===== src/rtl/snn_pkg.sv =====
// Shared types and constants for the spiking-neuron datapath and its sequencer.
package snn_pkg;

   localparam int DEFAULT_WIDTH = 8;

   localparam logic FUNC_INTEGRATE = 1'b0;
   localparam logic FUNC_LEAK      = 1'b1;

   typedef enum logic [2:0] {
      IDLE,
      RD_V,
      LEAK,
      SCAN,
      INTEG,
      WB,
      DONE
   } state_e;

endpackage


===== src/rtl/neuron_sequencer.sv =====
// Walks every output neuron of one fully connected layer per timestep:
// leak, integrate active inputs' weights, threshold/write back, record spike.
module neuron_sequencer
   import snn_pkg::*;
#(
   parameter int NUM_INPUTS  = 16,
   parameter int NUM_OUTPUTS = 10,
   parameter int WIDTH       = DEFAULT_WIDTH,
   parameter int WADDR_W     = $clog2(NUM_INPUTS*NUM_OUTPUTS),
   parameter int VADDR_W     = $clog2(NUM_OUTPUTS)
) (
   input  logic                   clock,
   input  logic                   reset_n,
   input  logic                   start_i,
   input  logic [NUM_INPUTS-1:0]  input_spikes_i,
   input  logic [WIDTH-1:0]       beta_i,
   input  logic [WIDTH-1:0]       v_th_i,
   output logic [WADDR_W-1:0]     weight_addr_o,
   input  logic [WIDTH-1:0]       weight_rdata_i,
   output logic [VADDR_W-1:0]     vmem_addr_o,
   input  logic [WIDTH-1:0]       vmem_rdata_i,
   output logic                   vmem_we_o,
   output logic [WIDTH-1:0]       vmem_wdata_o,
   output logic [WIDTH-1:0]       n_weight_o,
   output logic [WIDTH-1:0]       n_v_mem_o,
   output logic [WIDTH-1:0]       n_beta_o,
   output logic [WIDTH-1:0]       n_v_th_o,
   output logic                   n_function_sel_o,
   input  logic                   n_spike_i,
   input  logic [WIDTH-1:0]       n_v_mem_i,
   output logic [NUM_OUTPUTS-1:0] output_spikes_o,
   output logic                   busy_o,
   output logic                   done_o
);

   localparam int IDX_W = $clog2(NUM_INPUTS + 1);

   state_e                 state_q;
   logic [NUM_INPUTS-1:0]  spikes_q;
   logic [WIDTH-1:0]       beta_q;
   logic [WIDTH-1:0]       v_th_q;
   logic [WIDTH-1:0]       v_acc_q;
   logic [IDX_W-1:0]       i_q;
   logic [VADDR_W-1:0]     j_q;
   logic [NUM_OUTPUTS-1:0] out_spikes_q;
   logic                   done_q;
   logic                   cur_spike;

   // Shifting past the top index yields 0, so i == NUM_INPUTS never reads a bit.
   assign cur_spike = |(spikes_q & (NUM_INPUTS'(1) << i_q));

   always_ff @(posedge clock) begin
      if (!reset_n) begin
         state_q      <= IDLE;
         spikes_q     <= '0;
         beta_q       <= '0;
         v_th_q       <= '0;
         v_acc_q      <= '0;
         i_q          <= '0;
         j_q          <= '0;
         out_spikes_q <= '0;
         done_q       <= 1'b0;
      end else begin
         case (state_q)
            IDLE: begin
               if (start_i) begin
                  spikes_q     <= input_spikes_i;
                  beta_q       <= beta_i;
                  v_th_q       <= v_th_i;
                  out_spikes_q <= '0;
                  j_q          <= '0;
                  state_q      <= RD_V;
               end
            end
            RD_V: state_q <= LEAK;
            LEAK: begin
               v_acc_q <= n_v_mem_i;
               i_q     <= '0;
               state_q <= SCAN;
            end
            SCAN: begin
               if (i_q == IDX_W'(NUM_INPUTS)) begin
                  state_q <= WB;
               end else if (cur_spike) begin
                  state_q <= INTEG;
               end else begin
                  i_q <= i_q + IDX_W'(1);
               end
            end
            INTEG: begin
               v_acc_q <= n_v_mem_i;
               i_q     <= i_q + IDX_W'(1);
               state_q <= SCAN;
            end
            WB: begin
               out_spikes_q[j_q] <= n_spike_i;
               if (j_q == VADDR_W'(NUM_OUTPUTS - 1)) begin
                  done_q  <= 1'b1;
                  state_q <= DONE;
               end else begin
                  j_q     <= j_q + VADDR_W'(1);
                  state_q <= RD_V;
               end
            end
            DONE: begin
               done_q  <= 1'b0;
               state_q <= IDLE;
            end
            default: state_q <= IDLE;
         endcase
      end
   end

   // RAM data arrives one cycle after the address, so the neuron is fed in the following state.
   always_comb begin
      weight_addr_o    = '0;
      vmem_addr_o      = '0;
      vmem_we_o        = 1'b0;
      vmem_wdata_o     = '0;
      n_weight_o       = '0;
      n_v_mem_o        = '0;
      n_function_sel_o = FUNC_INTEGRATE;
      case (state_q)
         RD_V: vmem_addr_o = j_q;
         LEAK: begin
            n_v_mem_o        = vmem_rdata_i;
            n_function_sel_o = FUNC_LEAK;
         end
         SCAN: begin
            if (cur_spike) begin
               weight_addr_o = WADDR_W'(int'(i_q) * NUM_OUTPUTS + int'(j_q));
            end
         end
         INTEG: begin
            n_v_mem_o  = v_acc_q;
            n_weight_o = weight_rdata_i;
         end
         WB: begin
            n_v_mem_o    = v_acc_q;
            vmem_we_o    = 1'b1;
            vmem_addr_o  = j_q;
            vmem_wdata_o = n_v_mem_i;
         end
         default: ;
      endcase
   end

   assign n_beta_o        = beta_q;
   assign n_v_th_o        = v_th_q;
   assign output_spikes_o = out_spikes_q;
   assign busy_o          = (state_q != IDLE);
   assign done_o          = done_q;

endmodule


===== config.mk =====
export PLATFORM = sky130hd
export DESIGN_NAME = neuron_sequencer
export DESIGN_NICKNAME = d
export VERILOG_FILES = /design/src/rtl/snn_pkg.sv /design/src/rtl/neuron_sequencer.sv
export SDC_FILE = /design/constraint.sdc
export NUM_CORES = 1
export LEC_CHECK = 0
export CORE_ASPECT_RATIO = 1.25
export CORE_UTILIZATION = 50
export CTS_BUF_LIST = sky130_fd_sc_hd__clkbuf_4
export CTS_CLUSTER_DIAMETER = 80
export DETAILED_ROUTE_END_ITERATION = 8
export PLACE_DENSITY = 0.88
export SLEW_MARGIN = 40
export SYNTH_ARGS = -nofsm -noshare
export SYNTH_HDL_FRONTEND = slang
export SYNTH_SLANG_ARGS = --single-unit

===== constraint.sdc =====
create_clock -name clock -period 4.9 [get_ports clock]
set_clock_uncertainty 0.15 [all_clocks]
set_input_delay 0.49 -clock clock [delete_from_list [all_inputs] [get_ports clock]]
set_output_delay 0.49 -clock clock [all_outputs]
set_load 0.02 [all_outputs]

; Yosys cells after proc, flatten, opt, wreduce, memory -nomap -nowiden
; Cells that the tools add are included.
[totals]
register_bits = 63
latch_bits = 0
ramBits = 0
rom_bits = 0
input_bits = 60
wordCells = 73
memories = 0
[op_classes]
add_sub_neg = 3
mul = 1
div = 0
n_lt_le_gt_ge = 2
n_eq_ne = 14
shift = 1
n_mux = 26
bitwise_logic = 1
reduce_logical = 16
[op_table]
columns = operator, count
row1 = two-way mux 8 bit, 4
row2 = case mux 10 bit (2 select lines), 1
row3 = AND 16 bit, 1
row4 = case mux 8 bit (2 select lines), 1
row5 = OR reduction 16 bit, 1
row6 = << shifter 1 x 5 -> 16 bit (first input constant), 1
row7 = case mux 3 bit (5 select lines), 1
row8 = case mux 5 bit (3 select lines), 1
row9 = two-way mux 3 bit, 4
row10 = two-way mux 4 bit, 3
row11 = bitwise mux 10 bit, 1
row12 = two-way mux 10 bit, 1
row13 = two-way mux 5 bit, 2
row14 = != test 2 bit (second input constant), 5
row15 = == test 3 bit (second input constant), 3
row16 = adder 8 x 4 -> 8 bit, 1
row17 = case mux 4 bit (2 select lines), 1
row18 = AND reduction 2 bit, 4
row19 = multiplier 5 x 3 -> 7 bit (second input constant), 1
row20 = == test 3 x 2 -> 1 bit (second input constant), 2
row21 = AND reduction 3 bit, 2
row22 = nonzero test 3 bit, 2
row23 = OR reduction 2 bit, 3
row24 = adder 5 x 1 -> 5 bit (second input constant), 1
row25 = 13 further kinds, 17

; Depth between registers and ports, before layout
; Gate-level depths: netlist of the first run.
[depth]
word_depth = 6
ltp_mapped = 8
mapped_depth_nobuf = 8

; Worst setup path before layout of the first run
; Ideal clock, no wire load.
[synth_timing]
path_kind = reg-to-output
startpoint = register i_q[1]
endpoint = output port weight_addr_o[7]
arrival_ns = 2.387
slack_ns = 1.873
path_stages_with_launch = 8
n_path_buf = 0
path_cell_list = dfxtp_1 > ha_1 > ha_1 > inv_1 > fa_1 > nand4b_1 > xnor2_1 > nor4_1
[synth_via]
elab_chain_cells = 5
elab_cells_between_ends = 7
cone_classes = add/sub (1) / mul (1) / shift (1) / mux (2) / bitwise (1) / reduce/logical (1)
[synth_lines]
columns = item, line_no
row1 = "start, declared", neuron_sequencer.sv:43  ; logic [IDX_W-1:0] i_q;
row2 = "start signal, assigned", neuron_sequencer.sv:87  ; i_q <= i_q + IDX_W'(1);
row3 = "start signal, assigned", neuron_sequencer.sv:92  ; i_q <= i_q + IDX_W'(1);
row4 = "parallel branches: the longest is 3 deep, another holds adder 8 x 4 -> 8 bit", n/a
row5 = two-way mux 8 bit (*), neuron_sequencer.sv:130  ; if (cur_spike) begin
row6 = two-way mux 8 bit (*), neuron_sequencer.sv:123  ; case (state_q)
row7 = "end, declared", neuron_sequencer.sv:18  ; output logic [WADDR_W-1:0] weight_addr_o,
; Mark *: on every way between the ends.

; Worst setup path in the final report of the first run
[layout_timing]
startpoint = register i_q[2]
endpoint = output port weight_addr_o[7]
; The elaborated chain is that of the path after synthesis.

==> results of run 1 <==
logic make-up after synthesis:
family,synth area share (%)
buffers and inverters,5.048
flip-flops,36.09
multiplexers,1.146
XOR/XNOR,2.005
AO/OA/AOI/OAI,24.06
adder cells (fa/ha/maj),7.949
AND/OR/NAND/NOR,23.70
sequential cells by signal, indices dropped and copies added (netlist names), 3 cells and up:
register	cells
n_v_th_o	8
state_q	3
j_q	4
i_q	5
v_acc_q	8
spikes_q	16
n_beta_o	8
output_spikes_o	10
layout make-up:
cell class / count / area [sq um] / share of cell area [%]
timing repair buffer: 127 / 1266 / 25.96
clock inverter: 4 / 47.55 / 0.9749
sequential: 63 / 1261 / 25.86
inverter: 13 / 48.80 / 1.001
tap: 87 / 108.9 / 2.232
clock buffer: 11 / 82.58 / 1.693
multi-input combinational: 323 / 2062 / 42.28
power groups by stage:
stage | Combinational [uW] | Clock (uW) | Sequential (uW)
2_1_floorplan | 128 | 0 | 581
6_report | 242 | 349 | 567
4_1_cts | 245 | 352 | 567
5_1_grt | 263 | 378 | 572
3_3_place_gp | 235 | 0 | 577
3_5_place_dp | 242 | 0 | 579
layer usage:
metal	vias to the layer above	part of all wire [%]	global-route usage (%)
met5	-	0	0
met3	22	6.4	6.507
met4	0	2.4	12.18
met1	1553	40	27.59
li1	1680	-	-
met2	137	51	47.10
placed cells by master, fill, tap and decap left out, types with 2 or more instances in the layout:
master           count
inv_1               13
nor4_1               3
xor2_1               3
buf_4                2
and2_1              15
clkbuf_4            11
ha_1                19
nand2b_1             2
and3_1               9
nand3b_1             3
clkdlybuf4s50_1    125
a21boi_0            51
nand2_1             97
nor3b_1              2
a21o_1               5
xnor2_1              5
nor2_1              16
a21oi_1             16
fa_1                 2
a221oi_1             3
mux2i_1              4
dfxtp_1             63
nor2b_1              4
and3b_1              2
o21ai_0             15
nand3_1             12
nor3_1               4
a22oi_1              4
a22o_1               8
worst max-delay path, stage by stage (launching register included):
cell             delay [ps]
dfxtp_1                 680
ha_1                    250
ha_1                    160
inv_1                    60
fa_1                    380
xnor2_1                 240
nand4b_1                150
xnor2_1                 140
nor4_1                  190
clkdlybuf4s50_1         650
final timing paths:
check,startpoint,end,depth (start not counted)
setup reg to reg,i_q[2],i_q[4],7
hold / removal,spikes_q[10],spikes_q[10],2
hold reg to reg,spikes_q[10],spikes_q[10],2
setup / recovery,i_q[2],weight_addr_o[7],9
synth_stat cells, drive strengths merged, types with 8 or more instances:
master / count
a21boi: 51
a21oi: 18
a22o: 8
and2: 15
and3: 9
buf: 12
clkbuf: 14
dfxtp: 63
ha: 19
inv: 13
nand2: 98
nand3: 12
nor2: 18
o21ai: 16
per-stage QoR:
| stage | util (%) | hold slack [ps] | area, sq um | setup slack [ps] |
|---|---|---|---|---|
| floorplan | - | 292.8 | 3495 | 1873 |
| global placement | 71.33 | 299.2 | 4742 | 1544 |
| detailed placement | 71.41 | 307.9 | 4747 | 1414 |
| CTS | 73.37 | 322.4 | 4877 | 972.5 |
| global route | 73.37 | 334.0 | 4877 | 812.1 |
| finish | 73.37 | 321.2 | 4877 | 966.1 |
==> flow_summary.ini, run 1 <==
[run_status]
outcome = completed

[critical_path]
worstSetupPathType = reg2out
cp-end-kind = output pin
reg2reg_setup_slack_ps = 2270
crit_arrival_ps = 3290
cp_data_required_time_ps = 4260
cp-start-kind = flip-flop
crit_fanout = 13

[placement]
gp_congestion = 0.8818
dp_hpwl_mm = 6.574
port_buffers = 125
place_inst = 613

[floorplan]
rows = 33
ios = 126
core_sq_um = 6648
start_util_pct = 52.57
die_area_sq_um = 7330
die_x_um = 76.78
fp.dieH_um = 95.47

[routing]
drt_iter0_drc = 211
vias = 3392
ant_nets = 0
dr.pass1.iters = 5
wl_mm = 9.153
wire_per_inst_um = 14.57
vias_per_cell = 5.401
remaining_drc_errors = 0

[timing]
hold_viol = 0
finalCriticalPeriod_ps = 3934
max_slew_margin_pct = 49.15
slew_violations = 0
finalSetupViolCount = 0
finalCritPeriodShare_pct = 80.28
finalSetupTns_ps = 0
fmax_mhz = 254.2
tightest_slew_ps = 761.6
grt_setup_unrepaired = no

[layout]
drive_above_1_share_pct = 5.176
fin_nets = 618
syn2layout_area_growth_pct = 39.56
nFillCells = 520
fin_cells = 628
insertedDiodeCount = 0

[pwr]
ir_drop_v = 0.0002139
clock_power_share_pct = 30.1
p_total_uw = 1159
seqPwrFrac_pct = 49.0
switching_share_pct = 29.13
p_int_uw = 821.2
p_comb_share_pct = 20.9
p_leak_uw = 0.001844
power_density_nw_per_um2 = 237.6
p_switching_uw = 337.5

[synth]
yosysTopAreaCellShare_pct = 36.09
synth_nets = 506
syn-instance-count = 425
synthFlopType = dfxtp_1
postSynthAreaPerCell_sq_um = 8.223
ys_seq_elements = 63
yosysWarnings = 0
synth_seq_area_share_pct = 36.09
synth_edf_count = 0
synth.distinct_cells = 48
async_flop_share_pct = 0
yosys-top-cells-area = dfxtp_1 36%, a21boi_0 11%, nand2_1 11%
synth_area_sq_um = 3495
yosys.area.top_type = dfxtp_1

[cts]
cts.htree.levels = 3
cts_sinks = 63
cts_hold_buffers = 0
clkSlewWorstSetupHoldPaths_ps = 100
cts-resized-gates = 0
post_cts_buffers = 0
clk_latency_ps = 410
tritoncts = done
cts-root-buf = clkbuf_4
cts_max_path_buffers = 2
cts_buffers = 9

[global_routing]
grt_pass1_vias = 3329
grt-ovfl-total = 0
grt_max_degree = 65
grt_pass1_wl_mm = 14.89
antenna_found_initial = 0
grt_usage_pct = 25.68

[run]
maxCapViolCount = 0

[min_path]
min_path_type = reg2reg
Note: power is estimated with default switching activity, not from simulation.
==> inputs of run 2 (changes only) <==
--- a/config.mk
+++ b/config.mk
@@ -6,11 +6,11 @@
 export NUM_CORES = 1
 export LEC_CHECK = 0
 export CORE_ASPECT_RATIO = 1.25
-export CORE_UTILIZATION = 50
+export CORE_UTILIZATION = 42
 export CTS_BUF_LIST = sky130_fd_sc_hd__clkbuf_4
 export CTS_CLUSTER_DIAMETER = 80
 export DETAILED_ROUTE_END_ITERATION = 8
-export PLACE_DENSITY = 0.88
+export PLACE_DENSITY = 0.79
 export SLEW_MARGIN = 40
 export SYNTH_ARGS = -nofsm -noshare
 export SYNTH_HDL_FRONTEND = slang
==> constraint.sdc (replaced) <==
create_clock -name clock -period 3.4 [get_ports clock]
set_clock_uncertainty 0.15 [all_clocks]
set_input_delay 0.34 -clock clock [delete_from_list [all_inputs] [get_ports clock]]
set_output_delay 0.34 -clock clock [all_outputs]
set_load 0.02 [all_outputs]
==> run 2 against run 1 <==
Effect of this change:
- sequential share of layout area is 0.67 points lower
- sequential power rose by 43%
- largest power group unchanged
- design area up 2.7%
- highest routed layer unchanged
- register-to-register slack got worse by 1200 ps
- die area increased by 19%
- worst hold slack worse by 4.8 ps
- utilization decreased by 10 points
- combinational power increased by 50%
==> flow_summary.ini, run 2 (same netlist as run 1, synthesis figures left out) <==
[global_routing]
antenna_found_initial = 0
grt-ovfl-total = 0
grt_pass1_vias = 3326
grt_pass1_wl_mm = 15.21
grt_max_degree = 41
grt_usage_pct = 21.06

[cts]
tritoncts = done
clkSlewWorstSetupHoldPaths_ps = 110
cts.htree.levels = 3
cts_hold_buffers = 0
cts_buffers = 9
cts_max_path_buffers = 2
post_cts_buffers = 0
cts_sinks = 63
cts-root-buf = clkbuf_4
clk_latency_ps = 410

[placement]
gp_congestion = 0.8232
place_inst = 629
placed_area_sq_um = 4812
port_buffers = 125
dp_hpwl_mm = 6.965
pre_cts_ws_ps = 315.9

[pwr]
power_density_nw_per_um2 = 349.6
seqPwrFrac_pct = 46.1
switching_share_pct = 28.10
ir_drop_v = 0.0003173
p_comb_share_pct = 20.7
clock_power_share_pct = 33.1
p_leak_uw = 0.002022
p_int_uw = 1259
p_switching_uw = 492.2

[timing]
fmax_mhz = 303.1
finalSetupTns_ps = 0
hold_viol = 0
worst_slack_ps = 101.1
tightest_slew_ps = 594.9
finalCriticalPeriod_ps = 3299
grt_setup_unrepaired = no
finalCritPeriodShare_pct = 97.03
slew_violations = 0
finalSetupViolCount = 0
max_slew_margin_pct = 60.34

[layout]
drive_above_1_share_pct = 7.636
fin_nets = 626
insertedDiodeCount = 0
final_area_sq_um = 5011
fin_cells = 645
final_cell_mix = 118 x clkdlybuf4s50_1, 98 x nand2_1, 62 x dfxtp_1
syn2layout_area_growth_pct = 43.39
largest_register_ffs = 16
fin_util_pct = 63.21
top_register = spikes_q
layout_commonest_cell = clkdlybuf4s50_1

[critical_path]
reg2reg_setup_slack_ps = 1030
r2r_cells = 8
worstSetupPathType = reg2out
crit_fanout = 7
cp-start-kind = flip-flop
endpoint = weight_addr_o[2]
r2r_start = i_q[1]
rr_endpoint = i_q[3]
cp_data_required_time_ps = 2910
crit_arrival_ps = 2810
startpoint = i_q[1]
cp-end-kind = output pin

[routing]
wire_per_inst_um = 14.27
ant_nets = 0
dr.pass1.iters = 4
drt_iter0_drc = 173
vias = 3408
vias_per_cell = 5.284
remaining_drc_errors = 0
wl_mm = 9.206

[floorplan]
die_area_sq_um = 8692
ios = 126
fp.dieH_um = 104.0
core_sq_um = 7928
die_x_um = 83.59
rows = 36
start_util_pct = 44.08

[run]
maxCapViolCount = 0

[run_status]
outcome = completed

[min_path]
min_path_type = reg2reg
run 2: changes by cell type in the layout (fill, tap and decap cells not counted), moves of 2 or more:
cell,previous run,this run
a21oi_1,16,14
a21oi_2,1,3
buf_4,2,10
clkdlybuf4s50_1,125,118
clkinv_2,1,3
dlymetal6s2s_1,0,6
run 2: worst min-delay path by stage:
stage,slack [ps],to,cells after the start,startpoint
final,320,n_beta_o[3],2,n_beta_o[3]
after global routing,330,spikes_q[14],3,input_spikes_i[14]
after CTS,320,n_v_th_o[1],3,v_th_i[1]
after detailed placement,310,n_beta_o[3],2,n_beta_o[3]
after global placement,300,n_v_th_o[6],2,n_v_th_o[6]
after floorplan,290,spikes_q[1],2,spikes_q[1]
run 2: metal layers:
metal / global-route usage, % / wire length [um] / vias to the layer above
met2: 36.88 / 4639 / 102
met4: 7.627 / 161 / 0
met3: 5.000 / 569 / 18
met1: 24.81 / 3835 / 1584
li1: - / - / 1704
met5: 0 / 0 / -
run 2: area by class of cell:
| class | instances | area, sq um |
|---|---|---|
| Fill cell | 708 | 2917 |
| Multi-Input combinational cell | 323 | 2082 |
| Timing Repair Buffer | 135 | 1340 |
| Sequential cell | 63 | 1262 |
| Tap cell | 95 | 118.9 |
| Clock inverter | 6 | 83.83 |
| Clock buffer | 10 | 75.07 |
| Inverter | 13 | 48.80 |
run 2: metrics by stage:
step                      power [uW]  hold WS [ps]
after detailed placement        1187         306.4
after global routing            1836         329.2
after CTS                       1766         318.0
after floorplan                 1023         292.8
final                           1752         316.4
after global placement          1180         299.5
run 2: critical path, stage by stage, from the launching register on:
cell             delay (ps)
dfxtp_1                 330
buf_4                   160
ha_1                    230
ha_1                    230
a221oi_2                300
o21ai_2                 130
o22ai_2                 260
nor3_1                   80
and2_1                  160
clkdlybuf4s50_1         530
run 2: repair_timing:
item                       in CTS  in global routing
setup endpoints to repair       8                  7
pin swaps                       0                  0
resized for setup               5                  8
run 2: power by group through the flow:
stage	clock network (uW)	logic (uW)	registers (uW)
2_1_floorplan	0	185	838
4_1_cts	592	365	808
3_5_place_dp	0	362	825
3_3_place_gp	0	356	824
6_report	580	363	808
5_1_grt	625	397	814
==> inputs of run 3 (changes only) <==
--- a/config.mk
+++ b/config.mk
@@ -5,12 +5,13 @@
 export SDC_FILE = /design/constraint.sdc
 export NUM_CORES = 1
 export LEC_CHECK = 0
+export ABC_AREA = 1
 export CORE_ASPECT_RATIO = 1.25
-export CORE_UTILIZATION = 42
-export CTS_BUF_LIST = sky130_fd_sc_hd__clkbuf_4
+export CORE_UTILIZATION = 41
+export CTS_BUF_LIST = sky130_fd_sc_hd__clkbuf_16
 export CTS_CLUSTER_DIAMETER = 80
 export DETAILED_ROUTE_END_ITERATION = 8
-export PLACE_DENSITY = 0.79
+export PLACE_DENSITY = 0.77
 export SLEW_MARGIN = 40
 export SYNTH_ARGS = -nofsm -noshare
 export SYNTH_HDL_FRONTEND = slang
==> run 3 against run 2 <==
Effect of this change:
- the flow now finishes with violations (DRC)
- count of clock-buffer cells in the layout is 1 lower
- design area grew 2.2%
- sequential share of layout area fell by 0.57 points
- worst hold slack worse by 25 ps
==> flow_summary.ini, run 3 <==
[run_status]
outcome = finished with violations
violations = DRC

[min_path]
min_path_type = reg2reg

[layout]
seqCellArea_sq_um = 1261
largest_register_ffs = 16
fin_nets = 684
final_cell_mix = 124 x clkdlybuf4s50_1, 74 x inv_1, 63 x dfxtp_1
insertedDiodeCount = 0
multiInputGateArea_sq_um = 1805
layout_commonest_cell = clkdlybuf4s50_1
drive_above_1_share_pct = 9.046
top_register = spikes_q
syn2layout_area_growth_pct = 46.48
nFillCells = 711

[global_routing]
grt_pass1_wl_mm = 15.17
grt-ovfl-total = 0
grt_pass1_vias = 3387
grt_max_degree = 66
antenna_found_initial = 0
grt_usage_pct = 20.91

[routing]
ant_nets = 0
remaining_drc_errors = 1
vias_per_cell = 4.860
wire_per_inst_um = 12.85
vias = 3426
drt_iter0_drc = 181
wl_mm = 9.056
dr.pass1.iters = 9

[synth]
synth_seq_area_share_pct = 36.06
yosysWarnings = 0
synthTopCellsByCount = 74 x inv_1, 63 x dfxtp_1, 58 x nand2_1
synth_edf_count = 0
synthFlopType = dfxtp_1
syn-instance-count = 482
synth.distinct_cells = 33
synth_area_sq_um = 3497
yosysTopAreaCellShare_pct = 36.06
synth_nets = 563
ys_seq_elements = 63
yosys.area.top_type = dfxtp_1
synth_most_common_cell = inv_1
async_flop_share_pct = 0
yosys-top-cells-area = dfxtp_1 36%, inv_1 7.9%, a21oi_1 7.9%
postSynthAreaPerCell_sq_um = 7.255

[timing]
slew_violations = 0
fmax_mhz = 315.5
finalCritPeriodShare_pct = 93.22
fin_hold_ws_ps = 291.8
finalCriticalPeriod_ps = 3169
max_slew_margin_pct = 63.56
finalSetupViolCount = 0
hold_viol = 0
grt_setup_unrepaired = no
tightest_slew_ps = 546.1
finalSetupTns_ps = 0

[floorplan]
core_sq_um = 8240
die_x_um = 84.61
die_area_sq_um = 8905
rows = 37
fp.dieH_um = 105.3
start_util_pct = 42.44
ios = 126

[critical_path]
crit_slowest_cell = clkdlybuf4s50_1
cpPeakStageDelay_ps = 600
reg2reg_setup_slack_ps = 1390
r2r_cells = 12
cp-start-kind = flip-flop
crit_fanout = 6
cp_data_required_time_ps = 2910
r2r_start = i_q[1]
rr_endpoint = i_q[2]
endpoint = weight_addr_o[6]
cp-end-kind = output pin
worstSetupPathType = reg2out
startpoint = i_q[3]
crit_chain = ha_1 > ha_1 > inv_1 > fa_1 > nor2_1 > xor2_1 > nor2_1 > clkdlybuf4s50_1
crit_arrival_ps = 2680

[cts]
clkSlewWorstSetupHoldPaths_ps = 50
cts_sinks = 63
cts_max_path_buffers = 2
cts-root-buf = clkbuf_16
cts_hold_buffers = 0
clk_latency_ps = 320
cts.htree.levels = 3
post_cts_buffers = 0
cts-resized-gates = 0
tritoncts = done
cts_buffers = 9

[placement]
port_buffers = 125
dp_hpwl_mm = 6.760
gp_congestion = 0.8755

[pwr]
power_density_nw_per_um2 = 647.8
ir_drop_v = 0.0005511
p_leak_uw = 0.002138

[run]
maxCapViolCount = 0
run 3: cell families after synthesis:
| logic type | Yosys count | share of synthesized area (%) |
|---|---|---|
| compound gates | 120 | 18.35 |
| xor+xnor | 7 | 1.753 |
| fa+ha+maj | 21 | 7.943 |
| buf+inv | 104 | 12.56 |
| flops | 63 | 36.06 |
| simple gates | 167 | 23.33 |
run 3: where the power goes:
part           internal [uW]  switching [uW]
clock network            642             335
registers                933             136
logic                    514             758
run 3: stage by stage:
stage | setup slack [ps] | util, % | cells | area (sq um) | power, uW
final | 230.6 | 62.16 | 705 | 5122 | 3318
after global routing | 73.23 | 62.16 | 705 | 5122 | 3539
after CTS | 90.04 | 62.03 | 705 | 5111 | 3334
after detailed placement | 429.7 | 58.11 | 689 | 4788 | 2341
after global placement | 521.3 | 58.11 | 689 | 4788 | 2304
after floorplan | 934.1 | - | 482 | 3497 | 1897
run 3: worst min path at each step:
| stage | start | to | slack (ps) | cells past startpoint |
|---|---|---|---|---|
| after floorplan | spikes_q[12] | spikes_q[12] | 270 | 2 |
| after global placement | n_v_th_o[0] | n_v_th_o[0] | 280 | 2 |
| after detailed placement | n_v_th_o[7] | n_v_th_o[7] | 290 | 2 |
| after CTS | n_v_th_o[7] | n_v_th_o[7] | 290 | 2 |
| after global routing | n_v_th_o[4] | n_v_th_o[4] | 320 | 2 |
| final | n_v_th_o[7] | n_v_th_o[7] | 290 | 2 |
run 3: area by class of cell:
class                      instances  share of cell area, %
clock inverter                     7                  1.905
multi-input combinational        315                  35.25
inverter                          84                  6.253
clock buffer                       9                  4.397
sequential                        63                  24.62
timing repair buffer             130                  25.21
tap                               97                  2.369
run 3: critical path: cells and delay by family, from the launching register on:
kind                       cells  cell delay (ps)
adders and majority gates      3              930
buffers and inverters          2              670
DFF                            1              430
and+or+nand+nor                2              240
xor gates and xnor gates       1               90
run 3: routing by layer:
layer / global-route usage (%) / up-vias / part of all wire [%]
li1: - / 1788 / -
met1: 24.33 / 1532 / 42
met4: 7.022 / 0 / 1.6
met3: 4.385 / 10 / 4.8
met5: 0 / - / 0
met2: 37.80 / 96 / 51
